[src/rtl/any1_issue_sched.sv]
// any1_issue_sched: single-entry issue stage between any1_decode and execute.
// Holds one packet until its source registers and the long (mul/div) unit are free.

module any1_sb_cell (
  input  logic clk_i,
  input  logic rst_i,
  input  logic set_i,
  input  logic clr_i,
  output logic q_o,
  output logic byp_o
);
  logic bit_q, bit_d;

  // A new writer pending on this register outranks a retiring older one.
  always_comb begin
    bit_d = bit_q;
    if (clr_i) bit_d = 1'b0;
    if (set_i) bit_d = 1'b1;
  end

  always_ff @(posedge clk_i) begin
    if (rst_i) bit_q <= 1'b0;
    else       bit_q <= bit_d;
  end

  assign q_o   = bit_q;
  assign byp_o = bit_q & ~clr_i;
endmodule

module any1_issue_sched #(
  parameter int PW       = 64,
  parameter int NREG     = 64,
  parameter int LONG_LAT = 8
) (
  input  logic          clk_i,
  input  logic          rst_i,
  input  logic          flush_i,
  input  logic          dec_valid_i,
  output logic          dec_ready_o,
  input  logic [PW-1:0] dec_pay_i,
  input  logic [5:0]    dec_Ra_i,
  input  logic [5:0]    dec_Rb_i,
  input  logic [5:0]    dec_Rc_i,
  input  logic          dec_needRc_i,
  input  logic [5:0]    dec_Rt_i,
  input  logic          dec_rfwr_i,
  input  logic          dec_long_i,
  input  logic          dec_ui_i,
  input  logic          wb_valid_i,
  input  logic [5:0]    wb_Rt_i,
  output logic          iss_valid_o,
  input  logic          iss_ready_i,
  output logic [PW-1:0] iss_pay_o,
  output logic          iss_exc_o,
  output logic          stall_o
);
  typedef struct packed {
    logic [PW-1:0] pay;
    logic [5:0]    ra;
    logic [5:0]    rb;
    logic [5:0]    rc;
    logic [5:0]    rt;
    logic          need_rc;
    logic          rfwr;
    logic          lng;
    logic          ui;
  } pkt_t;

  typedef enum logic [1:0] {S_EMPTY, S_HOLD, S_OFFER} state_e;

  // busy_q counts the cycles the unit stays blocked after the current one.
  localparam logic [3:0] LAT_M1 = 4'(LONG_LAT - 1);

  state_e          state_q, state_d;
  pkt_t            held_q, dec_pkt;
  logic [3:0]      busy_q, busy_d;
  logic [NREG-1:0] sb_q, sb_byp, sb_fwd, sb_set, sb_clr;
  logic            hz_hold, hz_acc, acc, fire, long_fire, issue_wr;

  function automatic logic hazard(input pkt_t p, input logic [NREG-1:0] sb,
                                  input logic unit_busy);
    hazard = !p.ui & (sb[p.ra] | sb[p.rb] | (p.need_rc & sb[p.rc]) | (p.lng & unit_busy));
  endfunction

  assign dec_pkt = '{pay: dec_pay_i, ra: dec_Ra_i, rb: dec_Rb_i, rc: dec_Rc_i, rt: dec_Rt_i,
                     need_rc: dec_needRc_i, rfwr: dec_rfwr_i, lng: dec_long_i, ui: dec_ui_i};

  for (genvar r = 0; r < NREG; r++) begin : g_sb
    any1_sb_cell u_cell (
      .clk_i (clk_i),
      .rst_i (rst_i),
      .set_i (sb_set[r]),
      .clr_i (sb_clr[r]),
      .q_o   (sb_q[r]),
      .byp_o (sb_byp[r])
    );
  end

  // Held packet sees only this cycle's writebacks; the packet being accepted also
  // sees the destination of the packet leaving in the same cycle.
  assign hz_hold = hazard(held_q, sb_byp, busy_q != 4'd0);
  assign sb_fwd  = sb_byp | sb_set;
  assign hz_acc  = hazard(dec_pkt, sb_fwd, long_fire | (busy_q != 4'd0));

  assign iss_valid_o = !flush_i & ((state_q == S_OFFER) | ((state_q == S_HOLD) & !hz_hold));
  assign fire        = iss_valid_o & iss_ready_i;
  assign long_fire   = fire & held_q.lng & !held_q.ui;
  assign issue_wr    = fire & held_q.rfwr & !held_q.ui & (held_q.rt != 6'd0);
  assign sb_set      = issue_wr   ? (NREG'(1) << held_q.rt) : '0;
  assign sb_clr      = wb_valid_i ? (NREG'(1) << wb_Rt_i)   : '0;

  assign dec_ready_o = !flush_i & ((state_q == S_EMPTY) | ((state_q == S_OFFER) & iss_ready_i));
  assign acc         = dec_valid_i & dec_ready_o;

  assign iss_pay_o = held_q.pay;
  assign iss_exc_o = iss_valid_o & held_q.ui;
  assign stall_o   = (state_q == S_HOLD);

  always_comb begin
    state_d = state_q;
    if (flush_i)                               state_d = S_EMPTY;
    else if (acc)                              state_d = hz_acc ? S_HOLD : S_OFFER;
    else if (fire)                             state_d = S_EMPTY;
    else if ((state_q == S_HOLD) && !hz_hold)  state_d = S_OFFER;
  end

  always_comb begin
    busy_d = (busy_q != 4'd0) ? busy_q - 4'd1 : 4'd0;
    if (long_fire) busy_d = LAT_M1;
  end

  always_ff @(posedge clk_i) begin
    if (rst_i) begin
      state_q <= S_EMPTY;
      busy_q  <= 4'd0;
      held_q  <= '0;
    end else begin
      state_q <= state_d;
      busy_q  <= busy_d;
      if (acc) held_q <= dec_pkt;
    end
  end
endmodule
[config.mk]
export PLATFORM = sky130hd
export DESIGN_NAME = any1_issue_sched
export DESIGN_NICKNAME = d
export VERILOG_FILES = /design/src/rtl/any1_issue_sched.sv
export SDC_FILE = /design/constraint.sdc
export NUM_CORES = 1
export LEC_CHECK = 0
export CORE_UTILIZATION = 60
export DETAILED_ROUTE_END_ITERATION = 8
export PLACE_DENSITY = 0.87
export SYNTH_ARGS = -nofsm -noshare
export SYNTH_HDL_FRONTEND = slang
export SYNTH_HIERARCHICAL = 1
export SYNTH_SLANG_ARGS = --single-unit
[constraint.sdc]
create_clock -name clk_i -period 13.9 [get_ports clk_i]
set_input_delay 2.085 -clock clk_i [delete_from_list [all_inputs] [get_ports clk_i]]
set_output_delay 2.085 -clock clk_i [all_outputs]
set_load 0.01 [all_outputs]
==> results.sh, run 1 <==
export IMPL_status="completed"
export IMPL_yosysSeqAreaShare_pct=27.2
export IMPL_yosysTopAreaCellShare_pct=27.2
export IMPL_diodes=0
export IMPL_fin_ws_ns=4.80
export IMPL_cts_buffers=17
export IMPL_die_h_um=143
export IMPL_synth_distinct_cells=65
export IMPL_synth_area_leaders="dfxtp_1 27%, nand2_1 8.5%, nor2b_4 7.4%"
export IMPL_cts_tree="built"
export IMPL_fin_area_sq_um=13800
export IMPL_synthTopCellsByCount="270 x nand2_1, 162 x dfxtp_1, 154 x nor2_1"
export IMPL_hold_violations=0
export IMPL_h_tree_depth=4
export IMPL_ir_drop_uv=79.8
export IMPL_holdCritPathClass="register to register"
export IMPL_die_x_um=143
export IMPL_syn_num_nets=1614
export IMPL_place_area_sq_um=13200
export IMPL_fin_hold_ws_ns=0.455
export IMPL_vias=12600
export IMPL_cp_arrival_ns=9.36
export IMPL_antenna_found_initial=0
export IMPL_worst_slew_pin_slew_ns=1.21
export IMPL_async_reset_ff_share_pct=0
export IMPL_clk_pin_slew_ns=0.07
export IMPL_ios=172
export IMPL_use_met2_pct=64.8
export IMPL_port_buffers=171
export IMPL_area_growth_syn_to_layout_pct=15.4
export IMPL_drv_slew=0
export IMPL_max_cap_violations=0
export IMPL_num_rows=51
export IMPL_place_worst_setup_slack_ns=4.96
export IMPL_fin_cells=1827
export IMPL_syn_inst=1510
export IMPL_coreArea_sq_um=19500
export IMPL_first_pass_iters=6
export IMPL_cp_max_fo=82
export IMPL_timing_fmax_mhz=110
export IMPL_slowest_stage="a2111oi_0"
export IMPL_viasPerCell=6.88
export IMPL_yosys_warnings=6
export IMPL_synth_seq_cells=162
export IMPL_total_power_mw=1.18
export IMPL_overflow=0
export IMPL_clock_sinks=162
export IMPL_p_per_area_nw_per_um2=85.4
export IMPL_hpwl_mm=34.0
export IMPL_first_iter_violations=1877
export IMPL_syn_area_sq_um=11900
export IMPL_clock_skew_ns=0.0149
export IMPL_drive_gt1_share_pct=10.4
export IMPL_critical_path_cell_chain="clkdlybuf4s50_1, nand3b_1, nor2_1, nor2b_4, mux4_2, a22oi_1, a311oi_1, nor4_1, and2_1, a41o_2, buf_4, a31oi_1, mux2_2, a2111oi_0, nor4_1, o22a_1, a311oi_2, a311oi_1"
export IMPL_start_util_pct=61.4
export IMPL_numPlacedInstances=1795
export IMPL_synth_edf_count=0
export IMPL_wl_per_cell_um=25.6
export IMPL_globalplace_congestion=1.06
export IMPL_utilization_pct=70.8
export IMPL_period_needed_ns=9.10
export IMPL_die_area_sq_um=20500
export IMPL_use_met3_pct=17.2
export IMPL_critPathKind="input port to register"
export IMPL_synth_top_area_cell="dfxtp_1"
export IMPL_nFillCells=1552
export IMPL_grt_pass1_wl_mm=68.1
export IMPL_top_usage_layer="met2"
export IMPL_final_period_utilization_pct=65.4
export IMPL_clock_path_buffers=2
export IMPL_grt_max_degree=95
export IMPL_cp_data_required_time_ns=14.17
export IMPL_fin_tns_setup_ns=0
export IMPL_critPathLaunchType="input port"
export IMPL_grt_pass1_vias=11400
export IMPL_synth_most_common_cell="nand2_1"
export IMPL_track_usage_pct=45.4
export IMPL_critPathBufInv=2
export IMPL_nNetsFinal=1653
export IMPL_cts_setup_buffers=0
export IMPL_use_met1_pct=58.0
export IMPL_clkLatencyLatePin_ns=0.45
export IMPL_post_cts_resized=0
export IMPL_final_setup_viol_count=0
export IMPL_cts_hold_buf=0
export IMPL_routed_wl_mm=46.8
export IMPL_drc=0
export IMPL_p_leak_nw=5.20
export IMPL_cp_slowest_stage_delay_ns=0.88
export IMPL_endpoint_kind="register"
export IMPL_critPathTopFamily="compound AO/OA/AOI/OAI gates"
export IMPL_rsz0062_at_grt="false"
export IMPL_avgSynthCellArea_sq_um=7.91
export IMPL_ant_nets=0
export IMPL_root_buffer="clkbuf_16"
export IMPL_max_slew_margin_pct=19.2
export IMPL_synth_flop_cell="dfxtp_1"
## path summary, 6_finish.rpt
kind | from | end | slack (ns) | cells past startpoint
worst min-delay path | iss_pay_o[3] | iss_pay_o[3] | 0.45 | 2
worst min register to register | iss_pay_o[3] | iss_pay_o[3] | 0.45 | 2
worst max-delay path | wb_Rt_i[5] | state_q[1] | 4.80 | 18
worst max register to register | held_q[23] | state_q[1] | 7.31 | 14
## state kept, by name (all words and copies together) (netlist names)
name             flops
busy_q               4
iss_pay_o           64
held_q              28
state_q              2
g_sb.u_cell/q_o     64
## worst min-delay path: cells and delay by family (launching register included)
| kind | cells | cell delay [ns] |
|---|---|---|
| AND/OR/NAND/NOR | 1 | 0.05 |
| flip-flops | 1 | 0.31 |
| AO/OA/AOI/OAI | 1 | 0.05 |
## cells by family (layout without fill, tap and decap cells)
group / after synthesis / in the layout / synth area share [%]
multiplexers: 96 / 96 / 11.5
AO/OA/AOI/OAI: 387 / 387 / 22.6
buffers and inverters: 179 / 231 / 8.09
AND/OR/NAND/NOR: 685 / 685 / 30.6
flip-flops: 162 / 162 / 27.2
other: 1 / 1 / 0.0314
## layout make-up
type | instances | area [sq um] | share of cell area [%]
Sequential cell | 162 | 3240 | 23.5
Multi-Input combinational cell | 1169 | 7750 | 56.2
Inverter | 16 | 60.1 | 0.436
Tap cell | 265 | 332 | 2.41
Clock buffer | 18 | 429 | 3.12
Timing Repair Buffer | 183 | 1800 | 13.1
Clock inverter | 14 | 165 | 1.20
## metal layers
metal | wire length, um | vias to the layer above
met2 | 19600 | 1046
met3 | 6980 | 207
met5 | 0 | -
li1 | - | 5398
met1 | 17400 | 5914
met4 | 2910 | 0
## cell usage in the layout (no fill, tap or decap), types with 5 or more instances in the layout
master | netlist | routed
o311ai_0 | 7 | 7
clkbuf_16 | 0 | 17
a21oi_1 | 135 | 135
nand3_1 | 34 | 34
o22ai_1 | 12 | 12
o211ai_1 | 7 | 7
nand4_1 | 8 | 8
o31ai_1 | 5 | 5
or2_2 | 8 | 8
nand2b_1 | 9 | 9
a311oi_1 | 7 | 7
and3_1 | 30 | 30
mux4_2 | 33 | 33
a22oi_1 | 33 | 33
nor2_1 | 154 | 154
a31oi_1 | 50 | 50
nor2b_4 | 64 | 64
and2_1 | 27 | 26
nor2b_1 | 29 | 29
dfxtp_1 | 162 | 162
nor3b_1 | 5 | 5
nand2_1 | 270 | 269
o21ba_1 | 65 | 65
or3_1 | 7 | 7
nor4_1 | 5 | 5
mux2i_1 | 59 | 59
clkdlybuf4s50_1 | 0 | 170
nor3_1 | 25 | 24
inv_1 | 15 | 15
a211oi_1 | 14 | 14
inv_6 | 0 | 6
o21ai_0 | 13 | 13
buf_4 | 67 | 13
## where the power goes
part	leakage [nW]	switching [mW]	internal [mW]
sequential	1.32	0.0144	0.477
combinational	3.59	0.116	0.0812
clock	0.288	0.230	0.257
(Power assumes the default switching activity.)
==> run 2: changes to the inputs <==
--- a/config.mk
+++ b/config.mk
@@ -5,9 +5,9 @@
 export SDC_FILE = /design/constraint.sdc
 export NUM_CORES = 1
 export LEC_CHECK = 0
-export CORE_UTILIZATION = 60
+export CORE_UTILIZATION = 56
 export DETAILED_ROUTE_END_ITERATION = 8
-export PLACE_DENSITY = 0.87
+export PLACE_DENSITY = 0.82
 export SYNTH_ARGS = -nofsm -noshare
 export SYNTH_HDL_FRONTEND = slang
 export SYNTH_HIERARCHICAL = 1
==> constraint.sdc (replaced) <==
create_clock -name clk_i -period 8.6 [get_ports clk_i]
set_input_delay 1.29 -clock clk_i [delete_from_list [all_inputs] [get_ports clk_i]]
set_output_delay 1.29 -clock clk_i [all_outputs]
set_load 0.01 [all_outputs]
==> run 2 against run 1 <==
Sequential cell count stayed put. Die area is 7.0% higher. Sequential power is 62% higher. Via count is 1.9% lower. Cell count is 0.60% higher. Non-clock buffer count is 1 higher. Combinational power is 56% higher. Critical path type unchanged. Largest cell class unchanged. Highest routed layer is now met5.
==> results.sh, run 2 (synthesized netlist as in run 1, its figures left out) <==
export IMPL_first_iter_violations=1697
export IMPL_place_worst_setup_slack_ns=1.09
export IMPL_grt_pass1_wl_mm=69.2
export IMPL_cp_data_required_time_ns=8.86
export IMPL_drv_slew=0
export IMPL_routed_wl_mm=47.8
export IMPL_cp_max_fo=116
export IMPL_fin_cells=1838
export IMPL_area_growth_syn_to_layout_pct=15.8
export IMPL_multi_input_area_sq_um=7740
export IMPL_post_cts_resized=0
export IMPL_numPlacedInstances=1806
export IMPL_fin_area_sq_um=13800
export IMPL_critPathKind="input port to register"
export IMPL_h_tree_depth=4
export IMPL_clock_skew_ns=0.0138
export IMPL_num_rows=53
export IMPL_antenna_found_initial=2
export IMPL_holdCritPathClass="register to register"
export IMPL_drive_gt1_share_pct=10.4
export IMPL_fin_ws_ns=1.12
export IMPL_nNetsFinal=1654
export IMPL_endpoint_kind="register"
export IMPL_overflow=0
export IMPL_coreArea_sq_um=21000
export IMPL_die_h_um=148
export IMPL_root_buffer="clkbuf_16"
export IMPL_die_area_sq_um=21900
export IMPL_die_x_um=148
export IMPL_clk_pin_slew_ns=0.08
export IMPL_total_power_mw=1.91
export IMPL_critPathLaunchType="input port"
export IMPL_start_util_pct=57.0
export IMPL_rsz0062_at_grt="false"
export IMPL_clkLatencyLatePin_ns=0.44
export IMPL_globalplace_congestion=1.04
export IMPL_final_common_cell="nand2_1"
export IMPL_vias=12300
export IMPL_viasPerCell=6.71
export IMPL_clock_sinks=162
export IMPL_ir_drop_uv=127
export IMPL_worst_slew_pin_slew_ns=1.02
export IMPL_max_slew_margin_pct=31.0
export IMPL_track_usage_pct=42.9
export IMPL_max_cap_violations=0
export IMPL_final_setup_viol_count=0
export IMPL_p_per_area_nw_per_um2=138
export IMPL_cts_buffers=17
export IMPL_port_buffers=171
export IMPL_cp_arrival_ns=7.74
export IMPL_cts_hold_buf=0
export IMPL_ios=172
export IMPL_cts_setup_buffers=0
export IMPL_place_area_sq_um=13200
export IMPL_utilization_pct=66.0
export IMPL_ff_latch_area_sq_um=3240
export IMPL_first_pass_iters=6
export IMPL_hold_violations=0
export IMPL_fin_hold_ws_ns=0.455
export IMPL_diodes=0
export IMPL_hpwl_mm=35.3
export IMPL_p_leak_nw=5.21
export IMPL_nFillCells=1816
export IMPL_clock_path_buffers=2
export IMPL_grt_pass1_vias=11300
export IMPL_final_cell_mix="269 x nand2_1, 170 x clkdlybuf4s50_1, 162 x dfxtp_1"
export IMPL_ant_nets=0
export IMPL_drc=0
export IMPL_fin_tns_setup_ns=0
export IMPL_cts_tree="built"
export IMPL_grt_max_degree=117
export IMPL_period_needed_ns=7.48
export IMPL_wl_per_cell_um=26.0
export IMPL_status="completed"
export IMPL_timing_fmax_mhz=134
export IMPL_final_period_utilization_pct=86.9
[run 2: cell types whose count changed in the layout (fill, tap and decap cells not counted)]
cell	before	now
nor3_2	1	0
nor3_1	24	25
inv_6	6	2
inv_8	3	5
and2_2	1	0
buf_12	0	1
clkbuf_1	1	0
clkinv_8	2	4
clkinv_4	1	0
clkinvlp_4	1	3
and2_4	0	1
[run 2: where the power goes]
part / leakage [nW] / switching [mW] / internal, mW
registers: 1.32 / 0.0234 / 0.771
logic: 3.60 / 0.177 / 0.132
clock network: 0.291 / 0.383 / 0.420
[run 2: routing by layer]
layer,GRT usage (%),vias up,share of wire [%]
li1,-,5389,-
met1,54.8,5911,38
met2,64.9,859,45
met3,15.1,166,13
met4,18.7,2,4.3
met5,0,-,0.027
[run 2: layout make-up]
type	count	share of cell area [%]
Clock inverter	15	1.38
Clock buffer	17	3.08
Tap cell	275	2.49
Sequential cell	162	23.5
Multi-Input combinational cell	1169	56.0
Inverter	16	0.434
Timing Repair Buffer	184	13.2
[run 2: final timing paths]
kind / start / endpoint / slack (ns) / cells past startpoint
worst max-delay path: wb_Rt_i[5] / state_q[1] / 1.12 / 19
worst min-delay path: iss_pay_o[61] / iss_pay_o[61] / 0.46 / 2
worst max register to register: held_q[23] / state_q[1] / 2.81 / 15
worst min register to register: iss_pay_o[61] / iss_pay_o[61] / 0.46 / 2
[run 2: worst max-delay path, cell delays in order]
cell and delay [ns]:
clkdlybuf4s50_1 0.45, nand3b_1 0.74, nor2_1 0.53, nor2b_4 0.09, mux4_2 0.49, a22oi_1 0.37, a311oi_1 0.17, nor4_1 0.58
and2_1 0.22, a41o_2 0.24, buf_12 0.34, a31oi_1 0.28, or2_2 0.38, nand4_1 0.09, a211oi_1 0.09, o2111a_1 0.26
or4_1 0.59, a311oi_2 0.35, a311oi_1 0.08
==> run 3: changes to the inputs <==
--- a/config.mk
+++ b/config.mk
@@ -8,6 +8,7 @@
 export CORE_UTILIZATION = 56
 export DETAILED_ROUTE_END_ITERATION = 8
 export PLACE_DENSITY = 0.82
+export RECOVER_POWER = 50
 export SYNTH_ARGS = -nofsm -noshare
 export SYNTH_HDL_FRONTEND = slang
 export SYNTH_HIERARCHICAL = 1
==> run 3 against run 2 <==
The flow now finishes with violations (capacitance limit, slew limit). Clock skew is 0.0014 ns lower. Sequential share of layout area hardly changed. Core utilization hardly changed. Die area stayed put. Critical path depth stayed put. Global-route usage stayed put. Register-to-register slack worse by 0.02 ns. First-iteration DRC count is 1.4% higher. Wire length hardly changed. Fmax hardly changed. Via count is 0.24% higher. Non-clock buffer count stayed put. Critical endpoint unchanged.
==> results.sh, run 3 (synthesized netlist as in run 1, its figures left out) <==
export IMPL_status="complete, but fails checks"
export IMPL_violations="capacitance limit, slew limit"
export IMPL_first_iter_violations=1720
export IMPL_overflow=0
export IMPL_switching_share_pct=30.7
export IMPL_ant_nets=0
export IMPL_track_usage_pct=42.9
export IMPL_critPathLaunchType="input port"
export IMPL_hpwl_mm=35.3
export IMPL_final_period_utilization_pct=86.9
export IMPL_clkLatencyLatePin_ns=0.44
export IMPL_post_cts_resized=0
export IMPL_drive_gt1_share_pct=10.3
export IMPL_cts_tree="built"
export IMPL_root_buffer="clkbuf_16"
export IMPL_grt_max_degree=117
export IMPL_critPathKind="input port to register"
export IMPL_intPower_mw=1.32
export IMPL_power_frac_clock_pct=42.3
export IMPL_nFillCells=1816
export IMPL_place_worst_setup_slack_ns=1.09
export IMPL_cp_data_required_time_ns=8.87
export IMPL_total_power_mw=1.91
export IMPL_diodes=0
export IMPL_grt_pass1_wl_mm=69.2
export IMPL_fin_cells=1838
export IMPL_wl_per_cell_um=26.0
export IMPL_clock_sinks=162
export IMPL_clock_skew_ns=0.0124
export IMPL_p_sw_mw=0.585
export IMPL_cp_max_fo=116
export IMPL_grt_pass1_vias=11300
export IMPL_worst_slew_pin_slew_ns=4.54
export IMPL_start_util_pct=57.0
export IMPL_utilization_pct=66.0
export IMPL_fin_hold_ws_ns=0.452
export IMPL_nNetsFinal=1654
export IMPL_ir_drop_uv=129
export IMPL_max_cap_violations=1
export IMPL_period_needed_ns=7.47
export IMPL_cp_arrival_ns=7.74
export IMPL_cts_buffers=17
export IMPL_drv_slew=93
export IMPL_final_setup_viol_count=0
export IMPL_p_seq_share_pct=41.6
export IMPL_cts_setup_buffers=0
export IMPL_holdCritPathClass="register to register"
export IMPL_cts_hold_buf=0
export IMPL_area_growth_syn_to_layout_pct=15.8
export IMPL_p_per_area_nw_per_um2=138
export IMPL_p_leak_nw=5.40
export IMPL_r2r_setup_slack_ns=2.79
export IMPL_routed_wl_mm=47.8
export IMPL_clk_pin_slew_ns=0.08
export IMPL_die_h_um=148
export IMPL_vias=12400
export IMPL_clock_path_buffers=2
export IMPL_numPlacedInstances=1806
export IMPL_final_cell_mix="269 x nand2_1, 162 x dfxtp_1, 154 x nor2_1"
export IMPL_port_buffers=171
export IMPL_viasPerCell=6.72
export IMPL_place_area_sq_um=13200
export IMPL_ff_latch_area_sq_um=3240
export IMPL_coreArea_sq_um=21000
export IMPL_combPwrFrac_pct=16.1
export IMPL_multi_input_area_sq_um=7740
export IMPL_die_x_um=148
export IMPL_num_rows=53
export IMPL_hold_violations=0
export IMPL_first_pass_iters=7
export IMPL_antenna_found_initial=2
export IMPL_max_slew_margin_pct=-203
export IMPL_fin_area_sq_um=13800
export IMPL_fin_ws_ns=1.13
export IMPL_timing_fmax_mhz=134
export IMPL_drc=0
export IMPL_final_common_cell="nand2_1"
export IMPL_endpoint_kind="register"
export IMPL_globalplace_congestion=1.04
export IMPL_rsz0062_at_grt="false"
export IMPL_h_tree_depth=4
export IMPL_ios=172
export IMPL_fin_tns_setup_ns=0
export IMPL_die_area_sq_um=21900
run 3: layout make-up:
type | count | area share [%]
Clock inverter | 15 | 1.38
Timing Repair Buffer | 184 | 13.2
Sequential cell | 162 | 23.5
Multi-Input combinational cell | 1169 | 56.0
Clock buffer | 17 | 3.08
Inverter | 16 | 0.434
Tap cell | 275 | 2.49
run 3: critical path: stages:
cell and delay (ns):
clkdlybuf4s50_1 0.44, nand3b_1 0.74, nor2_1 0.52, nor2b_4 0.09, mux4_2 0.49, a22oi_1 0.40
a311oi_1 0.17, nor4_1 0.58, and2_1 0.22, a41o_2 0.24, buf_12 0.34, a31oi_1 0.27
or2_2 0.38, nand4_1 0.09, a211oi_1 0.09, o2111a_1 0.26, or4_1 0.60, a311oi_2 0.35
a311oi_1 0.08
run 3: worst paths after layout:
kind | start | end | cells after the start
max | wb_Rt_i[5] | state_q[1] | 19
min | iss_pay_o[39] | iss_pay_o[39] | 2
max reg2reg | held_q[23] | state_q[1] | 15
min reg2reg | iss_pay_o[39] | iss_pay_o[39] | 2
run 3: per-layer routing:
| metal | vias to the layer above | global-route usage (%) | wire [um] |
|---|---|---|---|
| li1 | 5393 | - | - |
| met4 | 2 | 18.7 | 2210 |
| met1 | 5888 | 54.8 | 18000 |
| met3 | 196 | 15.1 | 6320 |
| met2 | 878 | 64.9 | 21200 |
| met5 | - | 0 | 13 |
run 3: power groups by stage:
stage | Sequential (mW) | Clock [mW] | Combinational, mW
3_5_place_dp | 0.811 | 0 | 0.298
6_report | 0.794 | 0.806 | 0.307
4_1_cts | 0.793 | 0.806 | 0.299
5_1_grt | 0.796 | 0.836 | 0.324
3_3_place_gp | 0.810 | 0 | 0.296
2_1_floorplan | 0.798 | 0 | 0.187
